File: src/rtl/sst_reg_dumper.sv
// Save-state register engine for the mapper save-state bus.
// SAVE walks register addresses 0..REG_COUNT-1 and streams one readback byte per address.
// LOAD writes a byte stream back into the mapper registers. Each write is held across a
// synchronized M2 fall. The last address holds the map_idx signature, which is compared
// against the final stream byte instead of being written.
module sst_reg_dumper #(
  parameter int unsigned REG_COUNT  = 128,
  parameter int unsigned RD_LAT     = 2,
  parameter int unsigned M2_TIMEOUT = 1024
) (
  input  logic       clk,
  input  logic       rst,
  input  logic       m2,
  input  logic       start_save,
  input  logic       start_load,
  output logic       busy,
  output logic       done,
  output logic       err,
  output logic       sst_act,
  output logic [7:0] sst_addr,
  output logic       sst_we_reg,
  output logic [7:0] sst_dato,
  input  logic [7:0] sst_di,
  output logic [7:0] dout,
  output logic       dout_valid,
  input  logic       dout_ready,
  input  logic [7:0] din,
  input  logic       din_valid,
  output logic       din_ready
);

  localparam int unsigned LatW = (RD_LAT > 1) ? $clog2(RD_LAT) : 1;
  localparam int unsigned TmoW = $clog2(M2_TIMEOUT + 1);
  localparam logic [LatW-1:0] LatLast = LatW'(RD_LAT - 1);
  localparam logic [TmoW-1:0] TmoLast = TmoW'(M2_TIMEOUT - 1);
  // A 9-bit count keeps the last-address compare correct when REG_COUNT is 256.
  localparam logic [8:0] CntLast = 9'(REG_COUNT - 1);
  localparam logic [8:0] CntSig  = 9'(REG_COUNT - 2);
  localparam logic [7:0] SigAddr = 8'(REG_COUNT - 1);

  typedef enum logic [3:0] {
    StIdle,
    StRdSet,
    StRdWait,
    StRdPush,
    StLdGet,
    StLdArm,
    StLdHold,
    StLdSig,
    StLdSigWait,
    StFin
  } state_e;

  state_e          st_q;
  logic [8:0]      cnt_q;
  logic [LatW-1:0] lat_q;
  logic [TmoW-1:0] tmo_q;
  logic [7:0]      sig_q;
  logic            busy_q, done_q, err_q, sst_act_q, sst_we_q, dout_valid_q, din_ready_q;
  logic [7:0]      sst_addr_q, sst_dato_q, dout_q;

  logic [1:0] m2_sync_q;
  logic       m2_prev_q;
  logic       m2_fall;

  // Two-flop synchronizer for the raw M2 plus an edge register for fall detection.
  always_ff @(posedge clk) begin
    if (rst) begin
      m2_sync_q <= 2'b00;
      m2_prev_q <= 1'b0;
    end else begin
      m2_sync_q <= {m2_sync_q[0], m2};
      m2_prev_q <= m2_sync_q[1];
    end
  end

  assign m2_fall = m2_prev_q & ~m2_sync_q[1];

  // Sequencer: state, counters and every registered output.
  always_ff @(posedge clk) begin
    if (rst) begin
      st_q         <= StIdle;
      cnt_q        <= '0;
      lat_q        <= '0;
      tmo_q        <= '0;
      sig_q        <= '0;
      busy_q       <= 1'b0;
      done_q       <= 1'b0;
      err_q        <= 1'b0;
      sst_act_q    <= 1'b0;
      sst_we_q     <= 1'b0;
      sst_addr_q   <= '0;
      sst_dato_q   <= '0;
      dout_q       <= '0;
      dout_valid_q <= 1'b0;
      din_ready_q  <= 1'b0;
    end else begin
      done_q <= 1'b0;
      unique case (st_q)
        StIdle: begin
          if (start_save || start_load) begin
            busy_q    <= 1'b1;
            sst_act_q <= 1'b1;
            err_q     <= 1'b0;
            cnt_q     <= '0;
            if (start_save) begin
              st_q <= StRdSet;
            end else begin
              din_ready_q <= 1'b1;
              st_q        <= (CntSig == 9'd0) ? StLdSig : StLdGet;
            end
          end
        end
        StRdSet: begin
          sst_addr_q <= cnt_q[7:0];
          lat_q      <= '0;
          st_q       <= StRdWait;
        end
        StRdWait: begin
          // Readback is valid on the RD_LAT-th edge after the address change.
          if (lat_q == LatLast) begin
            dout_q       <= sst_di;
            dout_valid_q <= 1'b1;
            st_q         <= StRdPush;
          end else begin
            lat_q <= lat_q + 1'b1;
          end
        end
        StRdPush: begin
          if (dout_ready) begin
            dout_valid_q <= 1'b0;
            cnt_q        <= cnt_q + 9'd1;
            if (cnt_q == CntLast) begin
              done_q <= 1'b1;
              st_q   <= StFin;
            end else begin
              st_q <= StRdSet;
            end
          end
        end
        StLdGet: begin
          if (din_valid) begin
            sst_dato_q  <= din;
            sst_addr_q  <= cnt_q[7:0];
            din_ready_q <= 1'b0;
            sst_we_q    <= 1'b1;
            tmo_q       <= '0;
            st_q        <= StLdArm;
          end
        end
        StLdArm: begin
          if (m2_fall) begin
            st_q <= StLdHold;
          end else if (tmo_q == TmoLast) begin
            err_q    <= 1'b1;
            sst_we_q <= 1'b0;
            done_q   <= 1'b1;
            st_q     <= StFin;
          end else begin
            tmo_q <= tmo_q + 1'b1;
          end
        end
        StLdHold: begin
          // One extra cycle of strobe covers skew between raw and synchronized M2.
          sst_we_q    <= 1'b0;
          cnt_q       <= cnt_q + 9'd1;
          din_ready_q <= 1'b1;
          st_q        <= (cnt_q == CntSig) ? StLdSig : StLdGet;
        end
        StLdSig: begin
          if (din_valid) begin
            sig_q       <= din;
            sst_addr_q  <= SigAddr;
            din_ready_q <= 1'b0;
            lat_q       <= '0;
            st_q        <= StLdSigWait;
          end
        end
        StLdSigWait: begin
          if (lat_q == LatLast) begin
            if (sst_di != sig_q) err_q <= 1'b1;
            done_q <= 1'b1;
            st_q   <= StFin;
          end else begin
            lat_q <= lat_q + 1'b1;
          end
        end
        StFin: begin
          busy_q    <= 1'b0;
          sst_act_q <= 1'b0;
          st_q      <= StIdle;
        end
        default: st_q <= StIdle;
      endcase
    end
  end

  assign busy       = busy_q;
  assign done       = done_q;
  assign err        = err_q;
  assign sst_act    = sst_act_q;
  assign sst_addr   = sst_addr_q;
  assign sst_we_reg = sst_we_q;
  assign sst_dato   = sst_dato_q;
  assign dout       = dout_q;
  assign dout_valid = dout_valid_q;
  assign din_ready  = din_ready_q;

endmodule

File: config.mk
export PLATFORM = sky130hd
export DESIGN_NAME = sst_reg_dumper
export DESIGN_NICKNAME = d
export VERILOG_FILES = /design/src/rtl/sst_reg_dumper.sv
export SDC_FILE = /design/constraint.sdc
export NUM_CORES = 1
export LEC_CHECK = 0
export BUFFER_PORTS_ARGS = -buffer_cell sky130_fd_sc_hd__buf_4
export CORE_ASPECT_RATIO = 0.6
export CORE_MARGIN = 5
export CORE_UTILIZATION = 40
export DETAILED_ROUTE_END_ITERATION = 6
export PLACE_DENSITY = 0.62
export SKIP_CTS_REPAIR_TIMING = 1
export SYNTH_ARGS = -nofsm -noshare
export SYNTH_HDL_FRONTEND = slang
export SYNTH_SLANG_ARGS = --single-unit
File: constraint.sdc
create_clock -name clk -period 5.45 [get_ports clk]
set_input_delay 1.635 -clock clk [delete_from_list [all_inputs] [get_ports clk]]
set_output_delay 1.635 -clock clk [all_outputs]
set_load 0.01 [all_outputs]
Word-level counts from Yosys, hierarchy flattened
Cells that the tools add are included.
- bits in registers: 66
- bits of input ports: 23
- output and inout bits: 31
- logic and storage cells: 122
- add/subtract/negate cells: 3
- eq/ne operators: 26
- multiplexer cells: 49
- bitwise logic cells: 2
- reduce and logical (&&, ||, !) cells: 26
- operators by type and width (operator ; count):
    two-way mux 4 bit ; 9
    case mux 4 bit (9 select lines) ; 1
    two-way mux 11 bit ; 3
    case mux 9 bit (3 select lines) ; 1
    case mux 8 bit (3 select lines) ; 1
    != test 2 bit (second input constant) ; 11
    case mux 11 bit (2 select lines) ; 1
    two-way mux 1 bit ; 20
    equality test 9 x 7 -> 1 bit (second input constant) ; 2
    two-way mux 9 bit ; 2
    nonzero test 3 bit ; 6
    equality test 4 x 3 -> 1 bit (second input constant) ; 4
    two-way mux 8 bit ; 2
    case mux 1 bit (3 select lines) ; 5
    AND reduction 4 bit ; 3
    adder 11 x 1 -> 11 bit (second input constant) ; 1
    equality test 11 x 10 -> 1 bit (second input constant) ; 1
    AND reduction 2 bit ; 5
    adder 9 x 1 -> 9 bit (second input constant) ; 1
    AND reduction 3 bit ; 3
    equality test 4 x 2 -> 1 bit (second input constant) ; 2
    equality test 4 bit (second input constant) ; 2
    != test 8 bit ; 1
    AND reduction 7 bit ; 1
    other kinds (14) ; 18

Longest topological paths before layout
- word-level depth: 4
- mapped depth: 8
- mapped depth without buffers: 6

Worst setup path before layout
No wires, ideal clock.
- kind: input-to-reg
- start: input start_save
- end: register cnt_q[3]
- library setup time: 117 ps
- arrival time: 2838 ps
- required time: 5333 ps
- path slack: 2494 ps
- cell stages on the path: 5
- buffers on the path: 0
- path through: or2_2 a211oi_1 nor4_1 xnor2_1 nor2_1
- word-level cells in the longest chain between the ends: 3
- RTL lines (item ; line ; RTL):
    start: declaration ; 14 ; input logic start_save,
    logical OR 1 bit ; 101 ; if (start_save || start_load) begin
    != test 2 bit (no line) ; - ;
    AND reduction 3 bit (no line) ; - ;
    end signal: assignment ; 132 ; cnt_q <= cnt_q + 9'd1;
    end signal: assignment ; 166 ; cnt_q <= cnt_q + 9'd1;
    end: declaration ; 55 ; logic [8:0] cnt_q;
No other way between the ends.
A chain may end at the register's enable or synchronous reset.

Worst setup path in the final report
- start: input start_save
- end: register cnt_q[4]
The elaborated chain is that of the path after synthesis.

==> metrics <==
number of synthesized flops with an enable pin=0; most common cell after layout, fill and taps aside=dfxtp_1; total wire length after detailed routing=8580 um; net switching power=0.582 mW; drt first-iter violations=271; Initial Util=40.7%; count of non-filler cells in the finished layout=543; crit path max-delay cell type=a211oi_1; final critical path time including I/O delays and setup=about 3.2 ns; met1 WL=4370 um; slew of the pin with the lowest slew margin=1.07 ns; placed cell area=0.00362 mm2; max FFs per register=11; type of origin of the critical path=input pin; area growth from synthesis to final layout=22.0%; register ranked first by flip-flop count=tmo_q; standard cell core area=0.00782 mm2; Top Layer Used=met4; initial antenna violation count=0; final antenna diode count=0; pin count of the biggest net entering global routing=53; number of max-slew violations in the final report=0; sequential element share of the synthesized area=41.5%; input/output buffers=53; WL met2=3480 um; gpl congestion=0.837; Avg Cell Area, Syn=8.16 um2; CTS tree=built; Met3 Wirelength=approximately 650 um; largest registers=tmo_q x11, cnt_q x9; number of buffers inserted during clock tree synthesis=9; buffer type at the clock tree root=clkbuf_16; average via count per standard cell=5.50; total via count after detailed routing=slightly below 3k; via count of the first global-routing pass=2755; share of final-layout standard cells stronger than drive strength 1=18.4%; final core utilization=49.6%; Layout Skew=0.00611 ns; Async S/R FF share, synth=0%; overall die height=79.1 um; number of sinks handled by clock tree synthesis=66; worst hold path type=flop to flop; number of nets in the final layout=456; leading register cell type out of synthesis=dfxtp_1; number of unique standard cell types used by synthesis=54; Post-Synthesis Cell Area=roughly 0.0032 mm2; power density of the placed cells=428 mW/mm2; DRC viols=0; Congestion Overflow GR=0; worst slew margin relative to its limit=around 28%; number of buffers between clock root and the deepest sink=2; Cell Count Post-Placement=527; Overall Power=approximately 1.7 mW; FMAX=about 310 MHz; Setup violations, final=0; total non-filler cell area in the finished layout=0.00388 mm2; number of cell rows=25; required time worst endpoint=~5.7 ns; part of the total power dissipated in combinational logic=30.9%; setup_tns=0 ns; Syn. warnings=0; type of the worst setup path=input pin to flop; hold violation count in the final report=0; DRT antenna net count=0; Worst setup EP type=flop; H-tree Lvls=3; number of top-level pins=54; wire length of the first global-routing pass=14300 um; Max Fanout on Critical Path=8; horizontal die dimension=125 um; fraction of the cycle the final worst path needs=about three fifths; arrival time at the worst endpoint=3.43 ns; Die Area=0.00990 mm2; most frequent cells in the layout=dfxtp_1 (66), buf_4 (54), nor2_1 (42), a21oi_1 (42), nand2_1 (41); Total Routing Usage GR=17.9%; setup slack after placement=1.95 ns; portion of total power attributed to the clock network=31.5%; cells along the critical path=buf_4 > or2_2 > a211oi_1 > nor4_1 > xnor2_1 > nor2_1; post-synthesis register bit count=66; fill cell total of the finished layout=788; number of instances in the synthesized netlist=390; VDD IR max=0.241 mV; clock latency on the worst-skew pair=~0.33 ns; outcome=finished clean; first-pass iteration count of the detailed router=5; dpl hpwl=6020 um; Final WS setup=2.24 ns; peak per-stage delay on the critical path=0.91 ns; syn nets=416; RSZ-0062 raised after global routing=false; Worst-path clk slew=~0.050 ns; leakage power=roughly 1.4 nW; share of power burned in registers=37.7%; max cap viols=0; average wire length per cell after detail routing=15.8 um; Pint=~1.1 mW; final hold slack=0.441 ns; switching share of power=35.0%
worst paths after layout:
check | cells after the start | to | from | slack (ns)
max reg2reg | 5 | sig_q[7]$_SDFFE_PP0P_ | st_q[0]$_SDFFE_PP0P_ | 2.62
min reg2reg | 1 | m2_sync_q[1]$_SDFF_PP0_ | m2_sync_q[0]$_SDFF_PP0_ | 0.44
min | 1 | m2_sync_q[1]$_SDFF_PP0_ | m2_sync_q[0]$_SDFF_PP0_ | 0.44
max | 6 | cnt_q[4]$_SDFFE_PP0P_ | start_save | 2.24
area by class of cell:
cell class                 count  area [um2]  share of cell area, %
multi-input combinational    293        1730                   44.6
tap                          108         135                   3.48
clock buffer                  14         254                   6.54
sequential                    66        1320                   34.0
inverter                       6        22.5                  0.580
clock inverter                 2        12.5                  0.322
timing repair buffer          54         405                   10.4
routing by layer:
metal	global-route usage [%]	vias up
met2	24.4	103
met3	6.79	7
met5	0	-
met1	26.3	1412
met4	4.65	0
li1	-	1462
worst max-delay path: cells and delay by family:
family / cells / cell delay [ns]
AOI/OAI and AO/OA: 1 / 0.91
xor gates and xnor gates: 1 / 0.21
buffers and inverters: 1 / 0.13
and+or+nand+nor: 3 / 0.54
cells in the mapped netlist (6+ instances only):
master / number / area share (%)
nand2_1: 41 / 4.8
nor2_1: 42 / 5.0
nand3_1: 22 / 3.5
nand4_1: 6 / 1.2
xnor2_1: 16 / 4.4
dfxtp_1: 66 / 42
clkbuf_1: 13 / 1.5
buf_2: 8 / 1.3
a211oi_1: 12 / 2.8
mux2i_1: 9 / 2.8
nor4_1: 10 / 2.0
nor2b_1: 10 / 2.0
nand2b_1: 6 / 1.2
a21oi_1: 42 / 6.6
o21ai_0: 11 / 1.7
or3_1: 7 / 1.4
power by group through the flow:
stage / Clock (mW) / Sequential, mW / Combinational [mW]
global route: 0.560 / 0.640 / 0.571
finish: 0.523 / 0.627 / 0.513
detailed placement: 0 / 0.633 / 0.507
CTS: 0.536 / 0.625 / 0.512
floorplan: 0 / 0.612 / 0.368
global placement: 0 / 0.633 / 0.499
cell families after synthesis:
family                     synth area share, %
AOI/OAI and AO/OA                         16.9
xor gates and xnor gates                  4.68
adders and majority gates                 1.18
buffers and inverters                     4.09
DFF                                       41.5
muxes                                     2.83
and+or+nand+nor                           28.8
No activity file was read; power rests on OpenSTA's default activity.
